[config.mk]
export PLATFORM = sky130hd
export DESIGN_NAME = risc_core_p
export DESIGN_NICKNAME = d
export VERILOG_FILES = /design/src/rtl/risc_pkg.sv /design/src/rtl/risc_alu.sv /design/src/rtl/risc_core_p.sv
export SDC_FILE = /design/constraint.sdc
export NUM_CORES = 1
export LEC_CHECK = 0
export BUFFER_PORTS_ARGS = -buffer_cell sky130_fd_sc_hd__buf_2
export CAP_MARGIN = 20
export CORE_UTILIZATION = 55
export CTS_CLUSTER_DIAMETER = 80
export DETAILED_ROUTE_END_ITERATION = 8
export MAX_ROUTING_LAYER = met4
export PLACE_DENSITY = 0.72
export SLEW_MARGIN = 30
export SYNTH_ARGS = -nofsm -noshare
export SYNTH_HDL_FRONTEND = slang
export SYNTH_HIERARCHICAL = 1
export SYNTH_SLANG_ARGS = --single-unit
[constraint.sdc]
create_clock -name clk -period 6.3 [get_ports clk]
set_input_delay 0.945 -clock clk [delete_from_list [all_inputs] [get_ports clk]]
set_output_delay 0.945 -clock clk [all_outputs]
set_load 0.005 [all_outputs]
[src/rtl/risc_pkg.sv]
// risc_pkg: opcode constants, 4-bit FSM state encoding, JCC condition codes
// and status bit positions shared by risc_core_p and risc_alu.
package risc_pkg;

    typedef enum logic [3:0] {
        ST_FETCH  = 4'd0,
        ST_DECODE = 4'd1,
        ST_EXEC   = 4'd2,
        ST_MEM_RD = 4'd3,
        ST_MEM_WR = 4'd4,
        ST_HALT   = 4'd5
    } state_t;

    localparam logic [3:0] OP_ADD  = 4'h0;
    localparam logic [3:0] OP_SUB  = 4'h1;
    localparam logic [3:0] OP_AND  = 4'h2;
    localparam logic [3:0] OP_OR   = 4'h3;
    localparam logic [3:0] OP_XOR  = 4'h4;
    localparam logic [3:0] OP_NOT  = 4'h5;
    localparam logic [3:0] OP_INC  = 4'h6;
    localparam logic [3:0] OP_DEC  = 4'h7;
    localparam logic [3:0] OP_SHL  = 4'h8;
    localparam logic [3:0] OP_SHR  = 4'h9;
    localparam logic [3:0] OP_LD   = 4'hA;
    localparam logic [3:0] OP_ST   = 4'hB;
    localparam logic [3:0] OP_LDI  = 4'hC;
    localparam logic [3:0] OP_JMP  = 4'hD;
    localparam logic [3:0] OP_JCC  = 4'hE;
    localparam logic [3:0] OP_HALT = 4'hF;

    localparam logic [1:0] CC_Z      = 2'd0;
    localparam logic [1:0] CC_N      = 2'd1;
    localparam logic [1:0] CC_C      = 2'd2;
    localparam logic [1:0] CC_ALWAYS = 2'd3;

    localparam int STAT_HALTED = 7;
    localparam int STAT_C      = 6;
    localparam int STAT_N      = 5;
    localparam int STAT_Z      = 4;

    function automatic logic is_alu_op(input logic [3:0] op);
        return op <= OP_SHR;
    endfunction

endpackage

[src/rtl/risc_alu.sv]
// risc_alu: combinational ALU for opcodes 0..9; carry is carry-out for
// ADD/INC, borrow for SUB/DEC, the shifted-out bit for shifts, else 0.
module risc_alu
    import risc_pkg::*;
#(
    parameter int DW = 16
) (
    input  logic [3:0]    op,
    input  logic [DW-1:0] a,
    input  logic [DW-1:0] b,
    output logic [DW-1:0] result,
    output logic          c,
    output logic          n,
    output logic          z
);

    always_comb begin
        result = '0;
        c      = 1'b0;
        case (op)
            OP_ADD: {c, result} = {1'b0, a} + {1'b0, b};
            OP_SUB: {c, result} = {1'b0, a} - {1'b0, b};
            OP_AND: result = a & b;
            OP_OR:  result = a | b;
            OP_XOR: result = a ^ b;
            OP_NOT: result = ~a;
            OP_INC: {c, result} = {1'b0, a} + (DW+1)'(1);
            OP_DEC: {c, result} = {1'b0, a} - (DW+1)'(1);
            OP_SHL: begin
                c      = a[DW-1];
                result = {a[DW-2:0], 1'b0};
            end
            OP_SHR: begin
                c      = a[0];
                result = {1'b0, a[DW-1:1]};
            end
            default: begin
                result = '0;
                c      = 1'b0;
            end
        endcase
    end

    assign n = result[DW-1];
    assign z = (result == '0);

endmodule

[src/rtl/risc_core_p.sv]
// risc_core_p: parametrised multi-cycle RISC core on a shared req/ack memory
// port. Defining RISC_CORE_HALT_EN makes opcode F enter a terminal HALT state.
// state  | meaning
// FETCH  | read instruction at PC (first cycle after reset raises the request)
// DECODE | no memory access; choose next state
// EXEC   | ALU writeback or JMP, then fetch
// MEM_RD | read for LD / LDI / JCC
// MEM_WR | write for ST
// HALT   | frozen until reset
module risc_core_p
    import risc_pkg::*;
#(
    parameter int DW    = 16,
    parameter int AW    = 16,
    parameter int NREGS = 8
) (
    input  logic          clk,
    input  logic          reset,
    output logic          mem_req,
    output logic          mem_we,
    input  logic          mem_ack,
    output logic [AW-1:0] Address,
    output logic [DW-1:0] D_out,
    input  logic [DW-1:0] D_in,
    output logic [7:0]    status
);

    localparam int RW = (NREGS > 1) ? $clog2(NREGS) : 1;

    state_t        state, state_d;
    logic [AW-1:0] pc, pc_d, addr_d;
    logic [15:0]   ir, ir_d;
    logic [DW-1:0] rf [NREGS];
    logic          c_flag, n_flag, z_flag, c_d, n_d, z_d;
    logic          req_d, we_d;
    logic [DW-1:0] dout_d;
    logic          wr_en;
    logic [DW-1:0] wr_data;

    logic [3:0]    opcode;
    logic [RW-1:0] w_idx, r_idx, s_idx;
    logic [DW-1:0] r_val, s_val, alu_res;
    logic          alu_c, alu_n, alu_z, cc_true, halted;
    logic          unused_ir;

    assign opcode    = ir[15:12];
    assign w_idx     = ir[9 +: RW];
    assign r_idx     = ir[6 +: RW];
    assign s_idx     = ir[3 +: RW];
    assign r_val     = rf[r_idx];
    assign s_val     = rf[s_idx];
    assign unused_ir = ^ir;

    risc_alu #(.DW(DW)) u_alu (
        .op     (opcode),
        .a      (r_val),
        .b      (s_val),
        .result (alu_res),
        .c      (alu_c),
        .n      (alu_n),
        .z      (alu_z)
    );

    always_comb begin
        cc_true = 1'b1;
        case (ir[10:9])
            CC_Z:      cc_true = z_flag;
            CC_N:      cc_true = n_flag;
            CC_C:      cc_true = c_flag;
            CC_ALWAYS: cc_true = 1'b1;
        endcase
    end

`ifdef RISC_CORE_HALT_EN
    assign halted = (state == ST_HALT);
`else
    assign halted = 1'b0;
`endif

    always_comb begin
        status              = '0;
        status[STAT_HALTED] = halted;
        status[STAT_C]      = c_flag;
        status[STAT_N]      = n_flag;
        status[STAT_Z]      = z_flag;
        status[3:0]         = state;
    end

    always_comb begin
        state_d = state;
        pc_d    = pc;
        ir_d    = ir;
        c_d     = c_flag;
        n_d     = n_flag;
        z_d     = z_flag;
        req_d   = mem_req;
        we_d    = mem_we;
        addr_d  = Address;
        dout_d  = D_out;
        wr_en   = 1'b0;
        wr_data = alu_res;
        case (state)
            ST_FETCH: begin
                if (!mem_req) begin
                    req_d  = 1'b1;
                    we_d   = 1'b0;
                    addr_d = pc;
                end else if (mem_ack) begin
                    ir_d    = D_in[15:0];
                    pc_d    = pc + AW'(1);
                    req_d   = 1'b0;
                    state_d = ST_DECODE;
                end
            end
            ST_DECODE: begin
                case (opcode)
                    OP_LD: begin
                        state_d = ST_MEM_RD;
                        req_d   = 1'b1;
                        we_d    = 1'b0;
                        addr_d  = AW'(r_val);
                    end
                    OP_LDI, OP_JCC: begin
                        state_d = ST_MEM_RD;
                        req_d   = 1'b1;
                        we_d    = 1'b0;
                        addr_d  = pc;
                    end
                    OP_ST: begin
                        state_d = ST_MEM_WR;
                        req_d   = 1'b1;
                        we_d    = 1'b1;
                        addr_d  = AW'(r_val);
                        dout_d  = s_val;
                    end
`ifdef RISC_CORE_HALT_EN
                    OP_HALT: state_d = ST_HALT;
`else
                    OP_HALT: state_d = ST_EXEC;
`endif
                    default: state_d = ST_EXEC;
                endcase
            end
            ST_EXEC: begin
                if (is_alu_op(opcode)) begin
                    wr_en   = 1'b1;
                    wr_data = alu_res;
                    c_d     = alu_c;
                    n_d     = alu_n;
                    z_d     = alu_z;
                end else if (opcode == OP_JMP) begin
                    pc_d = AW'(r_val);
                end
                state_d = ST_FETCH;
                req_d   = 1'b1;
                we_d    = 1'b0;
                addr_d  = pc_d;
            end
            ST_MEM_RD: begin
                if (mem_ack) begin
                    case (opcode)
                        OP_JCC: pc_d = cc_true ? AW'(D_in) : pc + AW'(1);
                        OP_LDI: begin
                            wr_en   = 1'b1;
                            wr_data = D_in;
                            pc_d    = pc + AW'(1);
                        end
                        default: begin
                            wr_en   = 1'b1;
                            wr_data = D_in;
                        end
                    endcase
                    state_d = ST_FETCH;
                    req_d   = 1'b1;
                    we_d    = 1'b0;
                    addr_d  = pc_d;
                end
            end
            ST_MEM_WR: begin
                if (mem_ack) begin
                    state_d = ST_FETCH;
                    req_d   = 1'b1;
                    we_d    = 1'b0;
                    addr_d  = pc;
                end
            end
`ifdef RISC_CORE_HALT_EN
            ST_HALT: state_d = ST_HALT;
`endif
            default: begin
                state_d = ST_FETCH;
                req_d   = 1'b0;
                we_d    = 1'b0;
            end
        endcase
    end

    // Requests are registered so reset can drop them asynchronously.
    always_ff @(posedge clk or negedge reset) begin
        if (!reset) begin
            state   <= ST_FETCH;
            pc      <= '0;
            ir      <= '0;
            c_flag  <= 1'b0;
            n_flag  <= 1'b0;
            z_flag  <= 1'b0;
            mem_req <= 1'b0;
            mem_we  <= 1'b0;
            Address <= '0;
            D_out   <= '0;
            for (int i = 0; i < NREGS; i++) begin
                rf[i] <= '0;
            end
        end else begin
            state   <= state_d;
            pc      <= pc_d;
            ir      <= ir_d;
            c_flag  <= c_d;
            n_flag  <= n_d;
            z_flag  <= z_d;
            mem_req <= req_d;
            mem_we  <= we_d;
            Address <= addr_d;
            D_out   <= dout_d;
            if (wr_en) begin
                rf[w_idx] <= wr_data;
            end
        end
    end

endmodule

==> results.md <==
- Die area: 0.0278 mm2
- Pin count of the biggest net entering global routing: 78
- GRT Total Usage: 0.370
- CTS Buf Count: 17
- Final Max Tran Viols: 0
- Failing checks: DRC
- Clock Path Buffers: 2
- Htree depth: 4
- Cell row count: 59
- Synth unique cells: 104
- Slew @ Worst Pin: 0.997 ns
- Buffer and inverter count on the worst path: 3
- Synth Cell Area: 0.0149 mm2
- Mux share of post-synthesis cell area: 0.163
- Critical path, cell by cell: buf_4, mux4_2, mux2i_1, inv_1, inv_1, ha_1, o21bai_1, nand2_1, and3_1, o311a_1, a211o_1, a21oi_1, mux2_2, o21ai_0, mux2i_1, a21oi_1
- Clock period minus worst slack: 5.46 ns
- FF+latch count, synth: 197
- Filler cells: 2262
- Yosys warning total: 6
- Post-Synth XOR/XNOR Area: 0.00823
- Inserted Diodes: 0
- Grt ovf: 0
- Initial antenna violation count: 0
- Post-synthesis simple-gate area fraction: 0.164
- RSZ-0062 raised after global routing: false
- Crit-path slowest cell: dfrtp_2
- Crit end category: flip-flop
- Vias in the first global route: 13000
- CTS resizes: 0
- Max_cap viols: 0
- Die width: 167 um
- Clk sinks: 197
- Yosys top cell area share: 0.331
- Synth area leaders: dfrtp_1 (33%), mux4_2 (8.8%), a21oi_1 (6.8%)
- Detail Placement HPWL: 34900 um
- Share of the yosys chip area belonging to registers: 0.331
- Setup violators final: 0
- Cts hold-fix bufs: 0
- Routed via count: 13600
- Area Overhead vs Synth: 6.13%
- Synth Instances: 1641
- Startpoint Class: flip-flop
- Share of layout cells above drive strength 1: 0.191
- Root Buffer: clkbuf_16
- First-pass GRT wire length: 76900 um
- Outcome: finished, violations left
- # Post-CTS Setup Buffers: 0
- Post-layout net count: 1687
- Gp weighted congestion: 1.04
- Syn avg cell area: 9.08 um2
- Largest family of logic cells by synthesized area: compound AO/OA/AOI/OAI gates
- Kind of cell adding the most delay to the critical path: multiplexers
- Synth area leader: dfrtp_1
- Core area: 0.0264 mm2
- CP Max Fanout: 31
- # IOs: 61
- Clock Latency Late Sink: 0.45 ns
- HP Class: flip-flop to flip-flop
- Worst Skew: 0.0253 ns
- Crit path DAT: 5.75 ns
- Die height: 167 um
- Final wirelength: 48800 um
- Ys async rst share: 1.00
- Relative slew slack: 0.333
- F_max: 183 MHz
- Post-Synth Adder-Cell Area: 0.0472
- CP Class: flip-flop to flip-flop
- Avg WL per Cell: 24.9 um
- Setup TNS: 0 ns
- Final Hold Viols: 0
- Period utilization: 0.866
- Critical path required time: 6.59 ns
- Clk pin slew, worst setup/hold paths: 0.09 ns
- EDFF count, synth: 0
- DRC Markers: 4
- PortBufs: 58
- Drt via density: 6.93
- Post-synthesis compound-gate area fraction: 0.221
- Drt first pass iters: 9
- Initial Utilization: 0.566
- Final ANT Viol Nets: 0
- Worst path max stage delay: 0.65 ns
- CTS tree: done
- Main synth FF type: dfrtp_1
- DRT iter0 DRCs: 1882
## logic make-up after synthesis
kind of cell	after synthesis
AND/OR/NAND/NOR	504
AO/OA/AOI/OAI	499
buffers and inverters	211
flip-flops	197
multiplexers	160
adder cells (fa/ha/maj)	55
XOR/XNOR	14
other	1
## cell usage after synthesis (all sizes together) (18+ instances only)
master  count
inv        65
mux2       71
a221oi     18
o21ai      66
nor2      218
nand2      92
ha         53
buf        90
clkbuf     56
o22ai      18
a21oi     203
nor3       34
nand3      44
mux4       58
mux2i      31
a211oi     21
dfrtp     197
nand2b     18
a31oi      20
## state kept, by name, indices dropped and copies added (netlist names)
| register | count |
|---|---|
| Address | 16 |
| D_out | 16 |
| c_flag | 1 |
| ir | 13 |
| mem_req | 1 |
| mem_we | 1 |
| n_flag | 1 |
| pc | 16 |
| rf | 128 |
| state | 3 |
| z_flag | 1 |
## placed cells by master (no fill, tap or decap), types with 12 or more instances in the layout
cell       Yosys  layout
a211oi_1      19      19
a21o_1        17      17
a21oi_1      202     202
a221oi_1      17      17
a22oi_1       13      13
a31oi_1       20      20
buf_2         69      57
buf_4         12      39
clkbuf_16      0      17
dfrtp_1      197     195
ha_1          53      53
inv_1         64      64
mux2_2        70      70
mux2i_1       30      30
mux4_2        58      58
nand2_1       91      91
nand2b_1      18      18
nand3_1       43      43
nor2_1       216     216
nor2b_1       12      12
nor3_1        33      33
o21ai_0       60      60
o221ai_1      12      12
o22ai_1       18      18
## through the flow
step           hold WS, ns  cell area (um2)   util  std cells  setup WS, ns
6_report             0.477            15800  0.600       1961         0.842
3_3_place_gp         0.457            15200  0.578       1929          1.08
4_1_cts              0.481            15800  0.600       1961         0.952
5_1_grt              0.514            15800  0.600       1961         0.529
3_5_place_dp         0.461            15200  0.578       1929         0.982
2_1_floorplan        0.473            14900      -       1642          1.73
## worst register-to-register path: stages (launching register included)
cell	delay (ns)
dfrtp_2	0.65
buf_4	0.48
mux4_2	0.57
mux2i_1	0.29
inv_1	0.20
inv_1	0.15
ha_1	0.34
o21bai_1	0.23
nand2_1	0.10
and3_1	0.26
o311a_1	0.39
a211o_1	0.30
a21oi_1	0.27
mux2_2	0.22
o21ai_0	0.07
mux2i_1	0.65
a21oi_1	0.15
## path summary, 6_finish.rpt
path | slack, ns | endpoint | startpoint | cells past startpoint
worst max-delay path | 0.84 | rf[110] | ir[7] | 16
min in group asynchronous | 0.52 | rf[35] | reset | 1
worst max register to register | 0.84 | rf[110] | ir[7] | 16
max in group asynchronous | 4.68 | D_out[4] | reset | 2
worst min-delay path | 0.48 | mem_we | mem_we | 1
worst min register to register | 0.48 | mem_we | mem_we | 1
## final cells by class
cell class	count	area [um2]	area share
Clock inverter	14	159	0.0100
Inverter	65	244	0.0154
Tap cell	335	419	0.0265
Clock buffer	18	429	0.0271
Multi-Input combinational cell	1234	9030	0.571
Timing Repair Buffer	98	603	0.0381
Sequential cell	197	4930	0.312
## routing by layer
layer  global-route usage  vias up  part of all wire
li1                     -     6009                 -
met1                0.510     6593              0.42
met2                0.526      841              0.43
met3               0.0737      143              0.10
met4                0.170        0             0.047
met5                    -        -                 0
Power is left out: the tool's default activity adds up to more than one toggle a clock period on the data nets, which glitch-free logic cannot reach.
